**config.mk**
```make
export PLATFORM = sky130hd
export DESIGN_NAME = slave_regfile
export DESIGN_NICKNAME = d
export VERILOG_FILES = /design/src/rtl/slave_pkg.sv /design/src/rtl/slave_wait_ctr.sv /design/src/rtl/slave_regfile.sv
export SDC_FILE = /design/constraint.sdc
export NUM_CORES = 1
export LEC_CHECK = 0
export CAP_MARGIN = 10
export CORE_MARGIN = 2
export CORE_UTILIZATION = 54
export CTS_CLUSTER_SIZE = 16
export DETAILED_ROUTE_END_ITERATION = 8
export GPL_TIMING_DRIVEN = 0
export PLACE_DENSITY = 0.83
export SETUP_SLACK_MARGIN = 0.05
export SLEW_MARGIN = 20
export SYNTH_ARGS = -nofsm -noshare
export SYNTH_HDL_FRONTEND = slang
export SYNTH_SLANG_ARGS = --single-unit
```
**constraint.sdc**
```tcl
create_clock -name clk -period 2.3 [get_ports clk]
set_input_delay 0.46 -clock clk [delete_from_list [all_inputs] [get_ports clk]]
set_output_delay 0.46 -clock clk [all_outputs]
set_load 0.005 [all_outputs]
```
**src/rtl/slave_pkg.sv**
```systemverilog
// rtl/slave_pkg.sv - shared types, widths and helpers for the slave register file
package slave_pkg;

   localparam int ADDR_W    = 3;
   localparam int DATA_W    = 3;
   localparam int CNT_W     = 2;
   localparam int MEM_DEPTH = 1 << ADDR_W;

   typedef enum logic [1:0] {
      IDLE = 2'd0,
      WAIT = 2'd1,
      RDY  = 2'd2
   } state_e;

   // Limit a requested wait count to the configured maximum.
   function automatic logic [CNT_W-1:0] clamp_wait(input logic [CNT_W-1:0] w,
                                                   input int unsigned       max_w);
      logic [CNT_W-1:0] r;
      if (32'(w) > max_w) begin
         r = max_w[CNT_W-1:0];
      end else begin
         r = w;
      end
      return r;
   endfunction

endpackage

```
**src/rtl/slave_wait_ctr.sv**
```systemverilog
// rtl/slave_wait_ctr.sv - loadable down-counter producing the wait-state done flag
module slave_wait_ctr
   import slave_pkg::*;
(
   input  logic             clk,
   input  logic             rst_n,
   input  logic             load,
   input  logic [CNT_W-1:0] load_val,
   input  logic             dec,
   output logic             done
);

   logic [CNT_W-1:0] cnt_q;
   logic [CNT_W-1:0] cnt_d;

   // Next count: load wins over decrement; decrement saturates at zero.
   always_comb begin
      cnt_d = cnt_q;
      if (load) begin
         cnt_d = load_val;
      end else if (dec && (cnt_q != '0)) begin
         cnt_d = cnt_q - 1'b1;
      end
   end

   // Count register.
   always_ff @(posedge clk) begin
      if (!rst_n) begin
         cnt_q <= '0;
      end else begin
         cnt_q <= cnt_d;
      end
   end

   // The last wait state is the one where the count reads 1.
   assign done = (cnt_q == CNT_W'(1));

endmodule

```
**src/rtl/slave_regfile.sv**
```systemverilog
// rtl/slave_regfile.sv - 8-entry register file slave with wait states; optional SLAVE_REGFILE_ERR_CHK_EN
module slave_regfile
   import slave_pkg::*;
#(
   parameter int unsigned WAIT_MAX = 3
) (
   input  logic              clk,
   input  logic              rst_n,
   input  logic              valid,
   input  logic [ADDR_W-1:0] addr_in,
   input  logic [DATA_W-1:0] value_in,
   input  logic [CNT_W-1:0]  wait_cycles,
   output logic              ready,
   output logic              hs_pulse,
   input  logic [ADDR_W-1:0] rd_addr,
   output logic [DATA_W-1:0] rd_data,
   output logic [7:0]        wr_count,
   output logic              err
);

   state_e            state_q;
   state_e            state_d;
   logic [ADDR_W-1:0] a_q;
   logic [DATA_W-1:0] v_q;
   logic [DATA_W-1:0] mem_q [MEM_DEPTH];
   logic [DATA_W-1:0] rd_data_q;
   logic [7:0]        wr_count_q;
   logic              ready_q;
   logic              ready_d;
   logic              hs_pulse_q;
   logic              hs_pulse_d;
   logic              accept;
   logic              handshake;
   logic              in_wait;
   logic              wait_abort;
   logic              ctr_done;
   logic [CNT_W-1:0]  wait_val;

   assign in_wait   = (state_q == WAIT);
   assign accept    = (state_q == IDLE) && valid;
   assign handshake = (state_q == RDY) && valid;
   assign wait_val  = clamp_wait(wait_cycles, WAIT_MAX);

   slave_wait_ctr u_wait_ctr (
      .clk      (clk),
      .rst_n    (rst_n),
      .load     (accept),
      .load_val (wait_val),
      .dec      (in_wait),
      .done     (ctr_done)
   );

`ifdef SLAVE_REGFILE_ERR_CHK_EN
   logic err_q;

   // The request must stay valid and stable while waiting; anything else aborts it.
   assign wait_abort = in_wait && (!valid || (addr_in != a_q) || (value_in != v_q));

   // Sticky protocol error flag, cleared only by reset.
   always_ff @(posedge clk) begin
      if (!rst_n) begin
         err_q <= 1'b0;
      end else if (wait_abort) begin
         err_q <= 1'b1;
      end
   end

   assign err = err_q;
`else
   assign wait_abort = 1'b0;
   assign err        = 1'b0;
`endif

   // State register together with the registered status outputs.
   always_ff @(posedge clk) begin
      if (!rst_n) begin
         state_q    <= IDLE;
         ready_q    <= 1'b0;
         hs_pulse_q <= 1'b0;
      end else begin
         state_q    <= state_d;
         ready_q    <= ready_d;
         hs_pulse_q <= hs_pulse_d;
      end
   end

   // Next-state logic.
   always_comb begin
      state_d = state_q;
      case (state_q)
         IDLE: begin
            if (valid) begin
               state_d = (wait_val == '0) ? RDY : WAIT;
            end
         end
         WAIT: begin
            if (wait_abort) begin
               state_d = IDLE;
            end else if (ctr_done) begin
               state_d = RDY;
            end
         end
         RDY: begin
            if (valid) begin
               state_d = IDLE;
            end
         end
         default: state_d = IDLE;
      endcase
   end

   // Output logic: ready mirrors the upcoming state so it is high exactly while in RDY.
   always_comb begin
      ready_d    = (state_d == RDY);
      hs_pulse_d = handshake;
   end

   // Request capture, register file write, read port and handshake counter.
   always_ff @(posedge clk) begin
      if (!rst_n) begin
         a_q        <= '0;
         v_q        <= '0;
         rd_data_q  <= '0;
         wr_count_q <= '0;
         for (int i = 0; i < MEM_DEPTH; i++) begin
            mem_q[i] <= '0;
         end
      end else begin
         if (accept) begin
            a_q <= addr_in;
            v_q <= value_in;
         end
         if (handshake) begin
            mem_q[a_q] <= v_q;
            wr_count_q <= wr_count_q + 8'd1;
         end
         rd_data_q <= mem_q[rd_addr];
      end
   end

   assign ready    = ready_q;
   assign hs_pulse = hs_pulse_q;
   assign rd_data  = rd_data_q;
   assign wr_count = wr_count_q;

endmodule

```
==> results of run 1 <==
==> stage by stage <==
step           std cells  area (um^2)  setup WS (ns)  utilization [%]
3_5_place_dp         261         2380         -0.213             64.6
3_3_place_gp         261         2380         -0.107             64.6
2_1_floorplan        188         2070          0.716                -
4_1_cts              269         2470          0.106             66.9
6_report             269         2470          0.144             66.9
5_1_grt              269         2470         0.0444             66.9
==> final cells by class <==
| class | count | area share [%] |
|---|---|---|
| tap | 48 | 2.43 |
| clock buffer | 6 | 2.94 |
| multi-input combinational | 126 | 33.2 |
| sequential | 47 | 47.9 |
| clock inverter | 2 | 0.456 |
| inverter | 3 | 0.456 |
| buffer | 12 | 2.48 |
| timing repair buffer | 25 | 10.1 |
==> metal layers <==
layer	global-route usage, %	vias up	part of all wire (%)
met3	4.60	2	3.8
met1	26.6	678	46
li1	-	732	-
met2	33.2	34	50
met5	0	-	0
met4	5.36	0	0.66
==> synth_stat cells (all sizes together), types with 4 or more instances <==
cell type / number / area share, %
mux4: 6 / 6.5
o21ai: 13 / 3.1
a21oi: 14 / 3.4
nand2: 18 / 3.3
mux2i: 4 / 1.9
buf: 9 / 2.4
nand3: 4 / 0.97
edfxtp: 24 / 35
dfxtp: 23 / 22
nand3b: 4 / 2.1
nor2: 30 / 5.4
==> power groups by stage <==
stage	clock network [uW]	registers, uW	logic, uW
floorplan	0	944	111
global placement	0	946	166
detailed placement	0	949	171
CTS	490	930	172
global route	526	934	191
finish	475	930	170
==> critical path: stages <==
cell and delay [ns]:
clkdlybuf4s50_1 0.66, and4b_2 0.27, buf_2 0.18, nand2b_1 0.13, o21ai_0 0.40
==> worst max path at each step <==
stage	from	depth (start not counted)	endpoint
6_report	valid	5	mem_q[2][0]
5_1_grt	valid	5	mem_q[1][1]
4_1_cts	valid	5	mem_q[3][1]
3_5_place_dp	valid	5	mem_q[3][1]
3_3_place_gp	valid	5	mem_q[1][1]
2_1_floorplan	state_q[1]	5	mem_q[1][0]
==> sequential cells by signal, indices dropped and copies added, names as in the netlist, 2 cells and up <==
register and count:
wr_count 8, a_q 3, rd_data 3, v_q 3
u_wait_ctr.cnt_q 2, mem_q 24, state_q 2
==> kinds of logic (layout without fill, tap and decap cells) <==
| kind of cell | after synthesis | count (layout) |
|---|---|---|
| buffers and inverters | 15 | 48 |
| xor gates and xnor gates | 3 | 3 |
| DFF | 47 | 47 |
| and+or+nand+nor | 76 | 76 |
| other | 1 | 1 |
| AOI/OAI and AO/OA | 32 | 32 |
| muxes | 11 | 11 |
| adders and majority gates | 3 | 3 |
==> run summary, run 1 <==
Multi-input combinational cell area: 820 um^2
CP Capture Type: flip-flop
Sw Pwr: 362 uW
Power per cell area: 638 nW/um^2
Final period utilization: 93.7%
Clk pwr share: 30.1%
Synth unique cells: 39
Net Sw Frac: 23.0%
Antenna diodes: 0
Slew Viols, Final: 0
Clock Root Buffer: clkbuf_8
Register area: 1180 um^2
Post_cts resized: 0
Starting Density: 56.2%
Rows: 22
Worst-path fanout max: 9
Core Area: 3690 um^2
DRT iter0 DRCs: 70
Mean Syn Cell Area: 11.0 um^2
Worst Hold Depth: 2
Asr flop ratio synth: 0%
Startpoint Class: input pin
Post-Syn Instances: 188
Setup Crit Path Kind: input pin to flip-flop
Endpoint, Worst Hold: v_q[1]
R2r endpoint: mem_q[2][0]
Worst r2r path cells: 5
Post-CTS Setup Repair Bufs: 0
Fmax: 464 MHz
Main combinational cell family by area after synthesis: simple AND/OR/NAND/NOR gates
Global Route Usage Sum: 20.0%
Drt total wl: 3.78 mm
Leading cell type in the layout, fill and taps excluded: nor2_1
Synthesized Nets: 205
GR Overflow Total: 0
Total Nets Final: 237
Most frequent cells in the layout: 30 x nor2_1, 25 x clkdlybuf4s50_1, 24 x edfxtp_1, 23 x dfxtp_1, 18 x nand2_1
Detailed Place HPWL: 2.91 mm
Wire per inst: 14.1 um
CTS buffer count: 5
Mapped cell area: 2070 um^2
VDD IR max: 481 uV
Worst Path Required: 2.25 ns
Simple-gate share of the synthesized area: 18.9%
# hold bufs at CTS: 0
PortBufs: 25
Largest net degree at the start of global routing: 15
Iteration count of the initial detailed-routing pass: 4
Top FF cell, synth: edfxtp_1
Status: completed
Hold Crit Class: flip-flop to flip-flop
Reg clk slew, reported paths: 0.08 ns
Synth warn: 0
First-pass GRT wire length: 6.51 mm
Compound-cell area share of the yosys netlist: 8.33%
Internal power: 1210 uW
Worst Max-Slew Pin Slew: 0.669 ns
Endpoints failing setup: 0
Die footprint: 4350 um^2
Vias in the first global route: 1346
Post-Synth XOR/XNOR Area: 1.27%
DR vias/cell: 5.38
Die H: 66.0 um
CTS tree: built
Reg2Reg Setup Slack: 0.48 ns
Part of the Yosys area used for sequential elements: 57.0%
Tmin final: 2.16 ns
Adder-cell area share of the yosys netlist: 1.81%
Routability cong.: 0.756
Clk Latency, worst-skew pair: 0.29 ns
#FFs+latches synth: 47
Multiplexer area fraction after synthesis: 8.99%
Vias: 1446
Relative slew slack: 55.3%
# IOs: 28
Max-capacitance violation count: 0
Die X: 66.0 um
Post-synth EDFFs: 24
Sequential share of power: 59.0%
Layout cells sized above 1: 11.3%
TNS Setup: 0 ns
Critical Path AT: 2.10 ns
Hold WS: 0.484 ns
RSZ-0062 raised after global routing: true
Initial antenna violation count: 0
Part of the power in combinational logic: 10.8%
Clock Tree Buf Depth: 2
Final hold violation count: 0
CTS sink cnt: 47
CTS H-tree lvls: 2
Total power: 1570 uW
Drt drc: 0
Fillers: 303
R2r startpoint: state_q[1]
Final ANT Viol Nets: 0
Max Clock Skew: 0.00984 ns
Leak: 0.000873 uW
Hold Path Origin: v_q[1]
Area Growth Syn to Fin: 19.0%
Note: power is estimated with default switching activity, not from simulation.
==> run 2: changes to the inputs <==
--- a/config.mk
+++ b/config.mk
@@ -11,7 +11,7 @@
 export CTS_CLUSTER_SIZE = 16
 export DETAILED_ROUTE_END_ITERATION = 8
 export GPL_TIMING_DRIVEN = 0
-export PLACE_DENSITY = 0.83
+export PLACE_DENSITY = 0.84
 export SETUP_SLACK_MARGIN = 0.05
 export SLEW_MARGIN = 20
 export SYNTH_ARGS = -nofsm -noshare
==> constraint.sdc (replaced) <==
create_clock -name clk -period 2.3 [get_ports clk]
set_input_delay 0.23 -clock clk [delete_from_list [all_inputs] [get_ports clk]]
set_output_delay 0.23 -clock clk [all_outputs]
set_load 0.005 [all_outputs]
==> run summary, run 2 (same netlist as run 1, synthesis figures left out) <==
Fillers: 303 (unchanged)
Multi-input combinational cell area: 820 um^2 (unchanged)
Post-CTS Setup Repair Bufs: 0 (unchanged)
Antenna diodes: 0 (unchanged)
CTS tree: built (unchanged)
Top reg by flops: mem_q (unchanged)
Die H: 66.0 um (unchanged)
# hold bufs at CTS: 0 (unchanged)
RSZ-0062 raised after global routing: false (was true)
GR Overflow Total: 0 (unchanged)
Wire per inst: 14.0 um (was 14.1 um)
Initial antenna violation count: 0 (unchanged)
Max reg flops: 24 (unchanged)
CTS H-tree lvls: 2 (unchanged)
CP delay by family, top: buffers and inverters (unchanged)
Relative slew slack: 54.1% (was 55.3%)
Routability cong.: 0.754 (was 0.756)
# IOs: 28 (unchanged)
PortBufs: 25 (unchanged)
First-pass GRT wire length: 6.36 mm (was 6.51 mm)
Worst Max-Slew Pin Slew: 0.687 ns (was 0.669 ns)
Crit-path cells: clkdlybuf4s50_1 -> and4b_2 -> buf_2 -> nand2b_1 -> o21ai_0 (unchanged)
Final ANT Viol Nets: 0 (unchanged)
Die footprint: 4350 um^2 (unchanged)
Power per cell area: 643 nW/um^2 (was 638 nW/um^2)
Clock Root Buffer: clkbuf_8 (unchanged)
Largest net degree at the start of global routing: 14 (was 15)
Tmin final: 1.97 ns (was 2.16 ns)
Critical Path AT: 1.92 ns (was 2.10 ns)
Fmax: 509 MHz (was 464 MHz)
DRT iter0 DRCs: 97 (was 70)
Final hold violation count: 0 (unchanged)
Reg2Reg Setup Slack: 0.43 ns (was 0.48 ns)
Area Growth Syn to Fin: 18.9% (was 19.0%)
Clk Latency, worst-skew pair: 0.31 ns (was 0.29 ns)
Clock Tree Buf Depth: 2 (unchanged)
CTS buffer count: 5 (unchanged)
Slew Viols, Final: 0 (unchanged)
Post_cts resized: 0 (unchanged)
CP Capture Type: flip-flop (unchanged)
Fin util: 66.8% (was 66.9%)
Startpoint Class: input pin (unchanged)
Drt total wl: 3.78 mm (about the same)
VDD IR max: 361 uV (was 481 uV)
Iteration count of the initial detailed-routing pass: 4 (unchanged)
Setup Crit Path Kind: input pin to flip-flop (unchanged)
Die X: 66.0 um (unchanged)
Max stage delay on crit path: 0.66 ns (about the same)
Final period utilization: 85.5% (was 93.7%)
Detailed Place HPWL: 2.73 mm (was 2.91 mm)
Endpoints failing setup: 0 (unchanged)
Layout cells sized above 1: 10.9% (was 11.3%)
TNS Setup: 0 ns (unchanged)
Global Route Usage Sum: 20.0% (about the same)
Core Area: 3690 um^2 (unchanged)
Max-capacitance violation count: 0 (unchanged)
CTS sink cnt: 47 (unchanged)
Hold Crit Class: input pin to flip-flop (was flip-flop to flip-flop)
Leak: 0.000871 uW (was 0.000873 uW)
CP bufs+invs: 2 (unchanged)
Worst-path fanout max: 9 (unchanged)
Leading cell type in the layout, fill and taps excluded: nor2_1 (unchanged)
Worst Path Required: 2.25 ns (about the same)
Reg clk slew, reported paths: 0.08 ns (about the same)
Register area: 1180 um^2 (unchanged)
Max Clock Skew: 0.00621 ns (was 0.00984 ns)
Total Nets Final: 237 (unchanged)
DR vias/cell: 5.34 (was 5.38)
Starting Density: 56.2% (unchanged)
Drt drc: 0 (unchanged)
Vias: 1437 (was 1446)
Vias in the first global route: 1362 (was 1346)
Most frequent cells in the layout: 30 x nor2_1, 25 x clkdlybuf4s50_1, 24 x edfxtp_1, 23 x dfxtp_1, 18 x nand2_1 (unchanged)
Rows: 22 (unchanged)
Crit-path slowest cell: clkdlybuf4s50_1 (unchanged)
Status: completed (unchanged)
[run 2: through the flow]
| step | total power, uW | std cells | setup slack, ns | hold slack [ns] | instance area, um^2 |
|---|---|---|---|---|---|
| after global placement | 1110 | 261 | 0.111 | 0.464 | 2380 |
| after detailed placement | 1120 | 261 | 0.0465 | 0.479 | 2380 |
| after CTS | 1590 | 269 | 0.347 | 0.467 | 2460 |
| after global routing | 1650 | 269 | 0.218 | 0.496 | 2460 |
| after floorplan | 1050 | 188 | 0.716 | 0.366 | 2070 |
| final | 1590 | 269 | 0.334 | 0.471 | 2460 |
[run 2: per-layer routing]
metal	vias up	share of wire (%)	global-route usage (%)
met1	664	46	26.8
met5	-	0	0
met2	31	48	31.2
met3	7	3.9	4.60
met4	0	2.0	9.18
li1	735	-	-
[run 2: report_power, final]
group / switching [uW] / internal [uW]
Combinational: 83.7 / 86.8
Sequential: 17.2 / 912
Clock: 272 / 214
Total: 373 / 1210
[run 2: final timing paths]
| check | end | depth (start not counted) | startpoint |
|---|---|---|---|
| setup / recovery | mem_q[2][2] | 5 | valid |
| hold / removal | v_q[2] | 3 | value_in[2] |
| setup reg to reg | mem_q[2][2] | 5 | state_q[1] |
| hold reg to reg | v_q[0] | 2 | v_q[0] |
[run 2: worst reg2reg max path, stage by stage, from the launching register on]
cell and delay, ns:
dfxtp_1 0.31, buf_2 0.22, and4b_2 0.24, buf_2 0.19
nand2b_1 0.13, o21ai_0 0.44
[run 2: layout make-up]
type | instances | area share [%]
clock buffer | 7 | 3.10
multi-input combinational | 126 | 33.2
clock inverter | 1 | 0.203
sequential | 47 | 47.9
inverter | 3 | 0.457
tap | 48 | 2.44
buffer | 12 | 2.49
timing repair buffer | 25 | 10.2
